## src/rtl/p2s_pkg.sv

```systemverilog
// p2s_pkg: shared constants and types for the p2s_feeder block.
//   DATA_W         byte width handed to the parallel_to_serial shifter
//   FRAME_LEN      shifter clocks per byte (one bit per clock)
//   BIT_CNT_W      width of the in-frame bit counter
//   feeder_state_t feeder FSM encoding (IDLE / SHIFT)
package p2s_pkg;

    localparam int DATA_W    = 8;
    localparam int FRAME_LEN = 8;
    localparam int BIT_CNT_W = $clog2(FRAME_LEN);

    typedef enum logic {
        IDLE,
        SHIFT
    } feeder_state_t;

endpackage

```

## src/rtl/p2s_feeder_if.sv

```systemverilog
// p2s_feeder_if: upstream byte handshake into p2s_feeder.
//   in_valid  producer has a byte on in_data
//   in_data   the byte (DATA_W bits)
//   in_ready  feeder can take a byte this cycle
// Handshake: a byte transfers on a rising clk edge where in_valid && in_ready.
// While in_valid is high and in_ready low, the producer holds in_data stable;
// in_ready does not depend combinationally on in_valid.
interface p2s_feeder_if
    import p2s_pkg::*;
();

    logic              in_valid;
    logic [DATA_W-1:0] in_data;
    logic              in_ready;

    modport master (
        output in_valid,
        output in_data,
        input  in_ready
    );

    modport slave (
        input  in_valid,
        input  in_data,
        output in_ready
    );

endinterface

```

## src/rtl/p2s_sync_fifo.sv

```systemverilog
// p2s_sync_fifo: single-clock FIFO with the head word visible on rdata.
//   clk, rst_n  clock and asynchronous active-low reset (flushes pointers)
//   push, wdata write wdata at the tail (ignored when full)
//   pop         discard the head (ignored when empty)
//   rdata       current head word, valid whenever !empty
//   full, empty occupancy flags, decoded from registered pointers
module p2s_sync_fifo #(
    parameter int DEPTH = 4,
    parameter int WIDTH = 8
) (
    input  logic             clk,
    input  logic             rst_n,
    input  logic             push,
    input  logic             pop,
    input  logic [WIDTH-1:0] wdata,
    output logic [WIDTH-1:0] rdata,
    output logic             full,
    output logic             empty
);

    localparam int AW = $clog2(DEPTH);

    // Pointers carry one extra wrap bit so full and empty are distinguishable.
    logic [AW:0]      wr_ptr;
    logic [AW:0]      rd_ptr;
    logic [WIDTH-1:0] mem [DEPTH];

    logic do_push;
    logic do_pop;

    assign do_push = push && !full;
    assign do_pop  = pop && !empty;

    always_ff @(posedge clk or negedge rst_n) begin
        if (!rst_n) begin
            wr_ptr <= '0;
            rd_ptr <= '0;
        end else begin
            if (do_push) begin
                wr_ptr <= wr_ptr + {{AW{1'b0}}, 1'b1};
            end
            if (do_pop) begin
                rd_ptr <= rd_ptr + {{AW{1'b0}}, 1'b1};
            end
        end
    end

    // Storage needs no reset: a flushed FIFO never exposes stale words.
    always_ff @(posedge clk) begin
        if (do_push) begin
            mem[wr_ptr[AW-1:0]] <= wdata;
        end
    end

    assign rdata = mem[rd_ptr[AW-1:0]];
    assign empty = (wr_ptr == rd_ptr);
    assign full  = (wr_ptr[AW] != rd_ptr[AW]) &&
                   (wr_ptr[AW-1:0] == rd_ptr[AW-1:0]);

endmodule

```

## src/rtl/p2s_feeder.sv

```systemverilog
// p2s_feeder: buffers upstream bytes and feeds an 8-bit parallel_to_serial
// shifter so consecutive bytes leave serial_out gap-free, LSB first.
//   clk, rst_n    clock (shared with the shifter), async active-low reset
//   up            upstream byte handshake (slave side)
//   load          one-cycle pulse to shifter load
//   parallel_out  shifter parallel_in; held for the whole frame and in IDLE
//   busy          a frame is being serialised (state == SHIFT)
//   frames_sent   number of loads issued, wrapping
//   state_dbg     current FSM state
module p2s_feeder
    import p2s_pkg::*;
#(
    parameter int FIFO_DEPTH = 4,
    parameter int CNT_W      = 16
) (
    input  logic                 clk,
    input  logic                 rst_n,
    p2s_feeder_if.slave          up,
    output logic                 load,
    output logic [DATA_W-1:0]    parallel_out,
    output logic                 busy,
    output logic [CNT_W-1:0]     frames_sent,
    output feeder_state_t        state_dbg
);

    localparam logic [BIT_CNT_W-1:0] LAST_BIT = BIT_CNT_W'(FRAME_LEN - 1);

    feeder_state_t        state;
    logic [BIT_CNT_W-1:0] bit_cnt;

    logic              fifo_full;
    logic              fifo_empty;
    logic [DATA_W-1:0] fifo_rdata;
    logic              push;
    logic              pop;
    logic              frame_end;

    assign push        = up.in_valid && up.in_ready;
    assign up.in_ready = !fifo_full;

    // The last bit of a frame is the only point inside SHIFT where the next
    // byte may be loaded; loading there keeps the bit stream gap-free.
    assign frame_end = (state == SHIFT) && (bit_cnt == LAST_BIT);
    assign pop       = !fifo_empty && ((state == IDLE) || frame_end);

    p2s_sync_fifo #(
        .DEPTH (FIFO_DEPTH),
        .WIDTH (DATA_W)
    ) u_fifo (
        .clk   (clk),
        .rst_n (rst_n),
        .push  (push),
        .pop   (pop),
        .wdata (up.in_data),
        .rdata (fifo_rdata),
        .full  (fifo_full),
        .empty (fifo_empty)
    );

    always_ff @(posedge clk or negedge rst_n) begin
        if (!rst_n) begin
            state        <= IDLE;
            bit_cnt      <= '0;
            load         <= 1'b0;
            parallel_out <= '0;
            busy         <= 1'b0;
            frames_sent  <= '0;
        end else begin
            load <= 1'b0;
            case (state)
                IDLE: begin
                    if (pop) begin
                        state        <= SHIFT;
                        busy         <= 1'b1;
                        load         <= 1'b1;
                        parallel_out <= fifo_rdata;
                        bit_cnt      <= '0;
                        frames_sent  <= frames_sent + {{(CNT_W-1){1'b0}}, 1'b1};
                    end
                end
                SHIFT: begin
                    if (frame_end) begin
                        if (pop) begin
                            load         <= 1'b1;
                            parallel_out <= fifo_rdata;
                            bit_cnt      <= '0;
                            frames_sent  <= frames_sent + {{(CNT_W-1){1'b0}}, 1'b1};
                        end else begin
                            // parallel_out is left alone so the shifter keeps
                            // re-injecting the last byte's bit 7 while idle.
                            state <= IDLE;
                            busy  <= 1'b0;
                        end
                    end else begin
                        bit_cnt <= bit_cnt + {{(BIT_CNT_W-1){1'b0}}, 1'b1};
                    end
                end
                default: begin
                    state <= IDLE;
                    busy  <= 1'b0;
                end
            endcase
        end
    end

    assign state_dbg = state;

endmodule
```

## src/flat_wrapper.sv

```systemverilog
// flat-port wrapper written by rule: the top's interface ports become plain ports
module p2s_feeder_flat import p2s_pkg::*;
#(
    parameter int FIFO_DEPTH = 4,
    parameter int CNT_W      = 16
)
  (clk, rst_n, load, parallel_out, busy, frames_sent, state_dbg, up_in_valid, up_in_data, up_in_ready);
  p2s_feeder_if up_i ();
  input  logic clk;
  input  logic rst_n;
  output logic load;
  output logic [DATA_W-1:0] parallel_out;
  output logic busy;
  output logic [CNT_W-1:0] frames_sent;
  output feeder_state_t state_dbg;
  input wire logic [$bits(up_i.in_valid)-1:0] up_in_valid;
  input wire logic [$bits(up_i.in_data)-1:0] up_in_data;
  output wire logic [$bits(up_i.in_ready)-1:0] up_in_ready;
  assign up_i.in_valid = up_in_valid;
  assign up_i.in_data = up_in_data;
  assign up_in_ready = up_i.in_ready;
  p2s_feeder #(.FIFO_DEPTH(FIFO_DEPTH), .CNT_W(CNT_W)) u_core (.clk(clk), .rst_n(rst_n), .up(up_i), .load(load), .parallel_out(parallel_out), .busy(busy), .frames_sent(frames_sent), .state_dbg(state_dbg));
endmodule
```

## config.mk

```make
export PLATFORM = sky130hd
export DESIGN_NAME = p2s_feeder_flat
export DESIGN_NICKNAME = d
export VERILOG_FILES = /design/src/rtl/p2s_pkg.sv /design/src/rtl/p2s_feeder_if.sv /design/src/rtl/p2s_sync_fifo.sv /design/src/rtl/p2s_feeder.sv /design/src/flat_wrapper.sv
export SDC_FILE = /design/constraint.sdc
export NUM_CORES = 1
export LEC_CHECK = 0
export ABC_AREA = 1
export CORE_ASPECT_RATIO = 1.5
export CORE_MARGIN = 2
export CORE_UTILIZATION = 55
export CTS_BUF_LIST = sky130_fd_sc_hd__clkbuf_8
export DETAILED_ROUTE_END_ITERATION = 16
export GPL_TIMING_DRIVEN = 1
export PLACE_DENSITY = 0.79
export SLEW_MARGIN = 20
export SYNTH_ARGS = -nofsm -noshare
export SYNTH_HDL_FRONTEND = slang
export SYNTH_HIERARCHICAL = 1
export SYNTH_SLANG_ARGS = --single-unit
export TNS_END_PERCENT = 30
```

## constraint.sdc

```tcl
create_clock -name clk -period 2 [get_ports clk]
set_input_delay 0.3 -clock clk [delete_from_list [all_inputs] [get_ports clk]]
set_output_delay 0.3 -clock clk [all_outputs]
set_load 0.02 [all_outputs]
```

==> metrics.cfg, run 1 <==
[power]
powerDensity_mw_per_mm2 = 1410
ir_drop_mv = 0.872
fin_total_pwr_uw = 5380
p_leak_uw = 0.00170

[worst_hold_path]
hold_path_class = in -> async

[worst_setup_path]
crit_required_ns = 1.70
timing.rr.start = u_core/u_fifo/wr_ptr[1]
crit_path_max_fanout = 6
crit_path_start = u_core/u_fifo/wr_ptr[1]
arrival_ns = 1.56
path_class = reg -> out
startpoint_type = flop
endpoint_kind = output pin

[floorplanning]
io_pins = 39
die_y_um = 94.9
core_mm2 = 0.00541
fp.dieW_um = 64.6
fp-row-count = 33
initial_core_util_pct = 56.0
die-area_mm2 = 0.00613

[grt]
antenna_found_initial = 0
grt_pass1_vias = 2072
grt.total_usage_pct = 21.5
grt_pass1_wl_mm = 9.67
grt_max_degree = 37
gr-total-overflow = 0

[timing]
holdWs_ns = 0.0457
clock_skew_ns = 0.00614
hold_viol_final = 0
final-max-slew-violation-count = 0
max_freq_mhz = 536
fin_setup_tns_ns = 0
setup_violations = 0
finalWorstSetupSlack_ns = 0.135
fin_crit_ns = 1.86
fin_crit_sh_pct = 93.2
maxSlewHeadroom_pct = 44.9
worst_pin_slew_ns = 0.826
grt_setup_unrepaired = false

[clock_tree]
clkLatencyLatePin_ns = 0.34
tritoncts = yes
numCtsBuffers = 9
cts_root_buffer = clkbuf_8
clkTransAtPathRegs_ns = 0.08
clock_sinks = 68
htree_levels = 3
clockBufferDepth = 2

[finish]
syn2layout_area_growth_pct = 25.3
insertedDiodeCount = 0
fin_cells = 423
final_nets = 367
drive_gt1_share_pct = 13.9

[synth]
syn_nets = 315
ys_seq_area_share_pct = 61.4
synth_seq_cells = 68
syn_inst = 296
synthesis.area_mm2 = 0.00303
yosys_warnings = 6
synth.area.top_cells = edfxtp_1, dfrtp_1, nand2_1
synth_area_per_cell_um2 = 10.2
yosys.cell_types.count = 27
synth_top_area_share_pct = 31.7
yosys.area.top_type = edfxtp_1

[detailed_routing]
drt_drc_violations_left = 0
routed_wirelength_mm = 5.86
vias_per_cell = 5.09
dr.pass1.iters = 4
antenna_left = 0
drt-initial-drc-count = 82
routedWlPerCell_um = 13.9
vias = 2155

[placed_design]
gp_congestion = 0.792
hpwl_mm = 4.19
portBuffers = 38
pre_cts_ws_ns = 0.139
placed_cells = 407

[flow_run]
maxCapViolations = 0

[run_status]
status = finished clean

==> cell usage after synthesis, drive strengths merged <==
| cell | number |
|---|---|
| a22o | 2 |
| buf | 5 |
| clkbuf | 1 |
| dfrtp | 36 |
| edfxtp | 32 |
| ha | 8 |
| inv | 41 |
| nand2 | 78 |
| nand3 | 18 |
| nand4 | 2 |
| nor2 | 29 |
| nor3 | 4 |
| o21ai | 19 |
| o22ai | 8 |
| xnor2 | 6 |
| xor2 | 7 |
==> per-stage QoR <==
| step | instance area (um^2) | util, % |
|---|---|---|
| after floorplan | 3030 | - |
| after global placement | 3540 | 65.4 |
| after detailed placement | 3540 | 65.4 |
| after CTS | 3780 | 70.0 |
| after global routing | 3800 | 70.3 |
| final | 3800 | 70.3 |
==> cell type report <==
| class | instances | area (um^2) |
|---|---|---|
| sequential | 68 | 1860 |
| fill | 411 | 1610 |
| multi-input combinational | 181 | 986 |
| timing repair buffer | 47 | 455 |
| inverter | 41 | 159 |
| clock buffer | 9 | 124 |
| clock inverter | 7 | 124 |
| tap | 70 | 87.6 |
==> flip-flops by register name, summed over array words and instances (netlist names) <==
name / count
u_core/state_dbg: 1
u_core/u_fifo/mem: 32
u_core/load: 1
u_core/u_fifo/wr_ptr: 3
u_core/bit_cnt: 3
u_core/parallel_out: 8
u_core/frames_sent: 16
u_core/busy: 1
u_core/u_fifo/rd_ptr: 3
==> worst paths after layout <==
kind | end | cells past startpoint | slack (ns)
setup reg to reg | u_core/u_fifo/mem[3][5] | 8 | 0.19
hold reg to reg | u_core/parallel_out[5] | 2 | 0.49
setup / recovery | up_in_ready | 5 | 0.14
min in group clk | u_core/parallel_out[5] | 2 | 0.49
max in group asynchronous | u_core/u_fifo/wr_ptr[1] | 1 | 1.38
hold / removal | u_core/bit_cnt[2] | 1 | 0.05
==> what timing repair did <==
| item | CTS | global route |
|---|---|---|
| gates resized for setup | 1 | 6 |
| endpoints found under the setup margin | 1 | 14 |
| buffers inserted | 0 | 0 |
| pin swaps | 0 | 2 |
| hold buffers | 0 | 0 |
==> logic make-up after synthesis <==
family / synth area share (%)
buffers and inverters: 6.44
DFF: 61.4
AOI/OAI and AO/OA: 5.37
xor gates and xnor gates: 4.00
adders and majority gates: 3.30
and+or+nand+nor: 19.5
==> critical path, stage by stage (launching register included) <==
cell and delay, ns:
dfrtp_2 0.47, xnor2_4 0.22, nand3_4 0.13, inv_1 0.09
inv_1 0.04, clkdlybuf4s15_1 0.27
==> layer usage <==
layer | vias up | GRT usage [%] | share of wire, %
met2 | 55 | 38.0 | 54
met5 | - | 0 | 0
met4 | 0 | 10.5 | 2.1
li1 | 1064 | - | -
met3 | 14 | 5.01 | 3.7
met1 | 1022 | 24.4 | 40
==> power by group <==
group / switching, uW / leakage [uW] / internal (uW)
Clock: 531 / 0.000120 / 836
Combinational: 1110 / 0.000824 / 793
Sequential: 248 / 0.000752 / 1860
Total: 1890 / 0.00170 / 3490
==> placed cells by master (no fill, tap or decap) <==
cell type	Yosys	final
nand2_1	70	70
inv_1	39	37
clkdlybuf4s50_1	0	36
dfrtp_1	36	34
edfxtp_1	32	32
nor2_1	24	24
o21ai_0	17	17
nand3_1	16	16
clkbuf_8	0	9
nand2_2	8	8
ha_1	8	8
buf_4	0	8
o22ai_1	8	8
xor2_1	7	7
xnor2_1	5	5
nor2_2	4	4
bufinv_16	0	3
inv_2	1	3
nor3_1	3	3
clkinv_4	0	2
inv_6	1	2
a22o_1	2	2
nand4_1	2	2
o21ai_1	2	2
dfrtp_2	0	2
clkinvlp_4	0	1
buf_2	4	1
clkdlybuf4s15_1	0	1
nor2_4	1	1
nor3_4	1	1
buf_12	0	1
xnor2_4	0	1
nand3_4	1	1
nand3_2	1	1
(Power assumes the default switching activity.)
==> run 2, diff against run 1 <==
- CAP_MARGIN: default -> 25
==> results of run 2 <==
The final DEF is identical to that of run 1; final timing and power are the same.
==> run 3, diff against run 2 <==
- CTS_CLUSTER_DIAMETER: default -> 80
- SYNTH_HIERARCHICAL: 1 -> default
==> run 3 against run 2 <==
Fmax grew 2.5%. Design area grew 0.36%. Flip-flop and latch count is the same. Clock-buffer cell count is the same. Power shrank 4.2%. Die area grew 3.3%. Via count grew 9.9%. Utilization shrank 0.81 points. Critical endpoint is now u_core.parallel_out[4]. Largest power group unchanged.
==> metrics.cfg, run 3 <==
[timing]
final-max-slew-violation-count = 0
fin_crit_sh_pct = 91.0
setup_violations = 0
hold_viol_final = 0
fin_crit_ns = 1.82
max_freq_mhz = 549
fin_setup_tns_ns = 0
grt_setup_unrepaired = false
worst_pin_slew_ns = 0.526
maxSlewHeadroom_pct = 64.9
clock_skew_ns = 0.00540

[detailed_routing]
routedWlPerCell_um = 13.2
drt-initial-drc-count = 141
drt_drc_violations_left = 0
dr.pass1.iters = 4
antenna_left = 0
routed_wirelength_mm = 5.96
vias = 2369
vias_per_cell = 5.23

[finish]
register_area_mm2 = 0.00186
largest_reg_flops = 32
final_util_pct = 69.4
drive_gt1_share_pct = 9.40
insertedDiodeCount = 0
layout_commonest_cell = nand2_1
multi_input_area_mm2 = 0.00112
syn2layout_area_growth_pct = 21.5
final_nets = 397
fillers = 428
final_cell_mix = nand2_1, nor2_1, clkdlybuf4s50_1, dfrtp_1

[clock_tree]
cts_root_buffer = clkbuf_8
htree_levels = 3
tritoncts = yes
numCtsBuffers = 9
clockBufferDepth = 2
clkTransAtPathRegs_ns = 0.07
clock_sinks = 68
clkLatencyLatePin_ns = 0.34

[synth]
syn_nets = 346
synth_top_area_share_pct = 30.6
synth.area.top_cells = edfxtp_1, dfrtp_1, nand2_1
synth.most_common_cell = nand2_1
synth-async-reset-ratio_pct = 52.9
ys_seq_area_share_pct = 59.3
yosys.cell_types.count = 23
yosys_warnings = 0
yosys.area.top_type = edfxtp_1
synthTopCellsByCount = nand2_1, nor2_1, dfrtp_1, edfxtp_1, o21ai_0
synth_area_per_cell_um2 = 9.60
synth_edf_count = 32
synth_seq_cells = 68
synthesis.area_mm2 = 0.00314
syn_inst = 327
synth_ff_type = dfrtp_1

[floorplanning]
fp.dieW_um = 65.7
initial_core_util_pct = 57.1
die-area_mm2 = 0.00634
io_pins = 39
core_mm2 = 0.00549
die_y_um = 96.5
fp-row-count = 33

[grt]
antenna_found_initial = 0
gr-total-overflow = 0
grt_max_degree = 23
grt.total_usage_pct = 21.7
grt_pass1_vias = 2287
grt_pass1_wl_mm = 10.2

[placed_design]
gp_congestion = 0.851
portBuffers = 38
hpwl_mm = 4.14

[flow_run]
maxCapViolations = 0

[worst_setup_path]
crit_required_ns = 2.23
endpoint_kind = flop
path_class = reg -> reg
startpoint_type = flop
arrival_ns = 2.05
crit_path_max_fanout = 22
regToRegSetupSlack_ns = 0.18

[run_status]
status = finished clean

[power]
p_leak_uw = 0.00163
ir_drop_mv = 0.880
powerDensity_mw_per_mm2 = 1350

[worst_hold_path]
hold_path_class = in -> async

-- run 3: cell count changes in the layout (fill, tap and decap cells not counted), moves of 7 or more --
cell and change:
nand2_1 +37, nor2_1 +21, inv_1 -17, o21ai_0 +15, o22ai_1 -8, nand2_2 -7
-- run 3: area by class of cell --
class                      count  share of cell area [%]
clock buffer                   9                    3.25
clock inverter                 7                    2.00
sequential                    68                    48.8
timing repair buffer          50                    12.2
inverter                      21                    2.13
multi-input combinational    228                    29.3
tap                           70                    2.30
-- run 3: through the flow --
stage | cells | hold slack [ns] | cell area, um^2 | power [uW] | setup WS, ns
final | 453 | 0.446 | 3810 | 5150 | 0.180
after CTS | 453 | 0.459 | 3810 | 5200 | 0.172
after floorplan | 327 | 0.00441 | 3140 | 3450 | 0.116
after global routing | 453 | 0.485 | 3810 | 5520 | 0.0358
after global placement | 436 | 0.293 | 3600 | 4010 | 0.248
after detailed placement | 436 | 0.289 | 3600 | 4080 | 0.198
-- run 3: cell families after synthesis --
logic type	Yosys count	share of synthesized area, %
compound gates	34	5.42
xor+xnor	14	4.63
fa+ha+maj	8	3.19
buf+inv	31	5.34
flops	68	59.3
simple gates	172	22.1
-- run 3: timing repair --
| action | in CTS | in global routing |
|---|---|---|
| hold buffers | 1 | 0 |
| endpoints found under the setup margin | 1 | 0 |
| setup buffers | 0 | 0 |
| resized for setup | 2 | 0 |
| hold endpoints to repair | 20 | 0 |
-- run 3: worst max-delay path: stages, from the launching register on --
cell	delay [ns]
dfrtp_1	0.40
ha_1	0.21
ha_1	0.18
nor2_1	0.24
inv_1	0.13
nand2_4	0.22
inv_4	0.15
nand2_1	0.11
nand2_1	0.06
-- run 3: where the power goes --
part / total [uW] / switching [uW] / leakage [uW] / internal [uW]
sequential: 2090 / 244 / 0.000755 / 1850
clock: 1100 / 521 / 0.0000958 / 581
combinational: 1960 / 1160 / 0.000776 / 793
-- run 3: final timing paths --
| path | from | end | cells after the start |
|---|---|---|---|
| max | u_core.bit_cnt[0] | u_core.parallel_out[4] | 8 |
| min | rst_n | u_core.bit_cnt[2] | 2 |
| max reg2reg | u_core.bit_cnt[0] | u_core.parallel_out[4] | 8 |
| min reg2reg | u_core.bit_cnt[0] | u_core.bit_cnt[0] | 1 |
| max in group asynchronous | rst_n | u_core.u_fifo.wr_ptr[2] | 3 |
| min in group clk | u_core.bit_cnt[0] | u_core.bit_cnt[0] | 1 |
-- run 3: metal layers --
layer	global-route usage, %	share of wire [%]	vias up
li1	-	-	1158
met1	23.8	39	1124
met2	38.9	54	73
met3	4.29	5.1	14
met4	12.2	2.3	0
met5	0	0	-
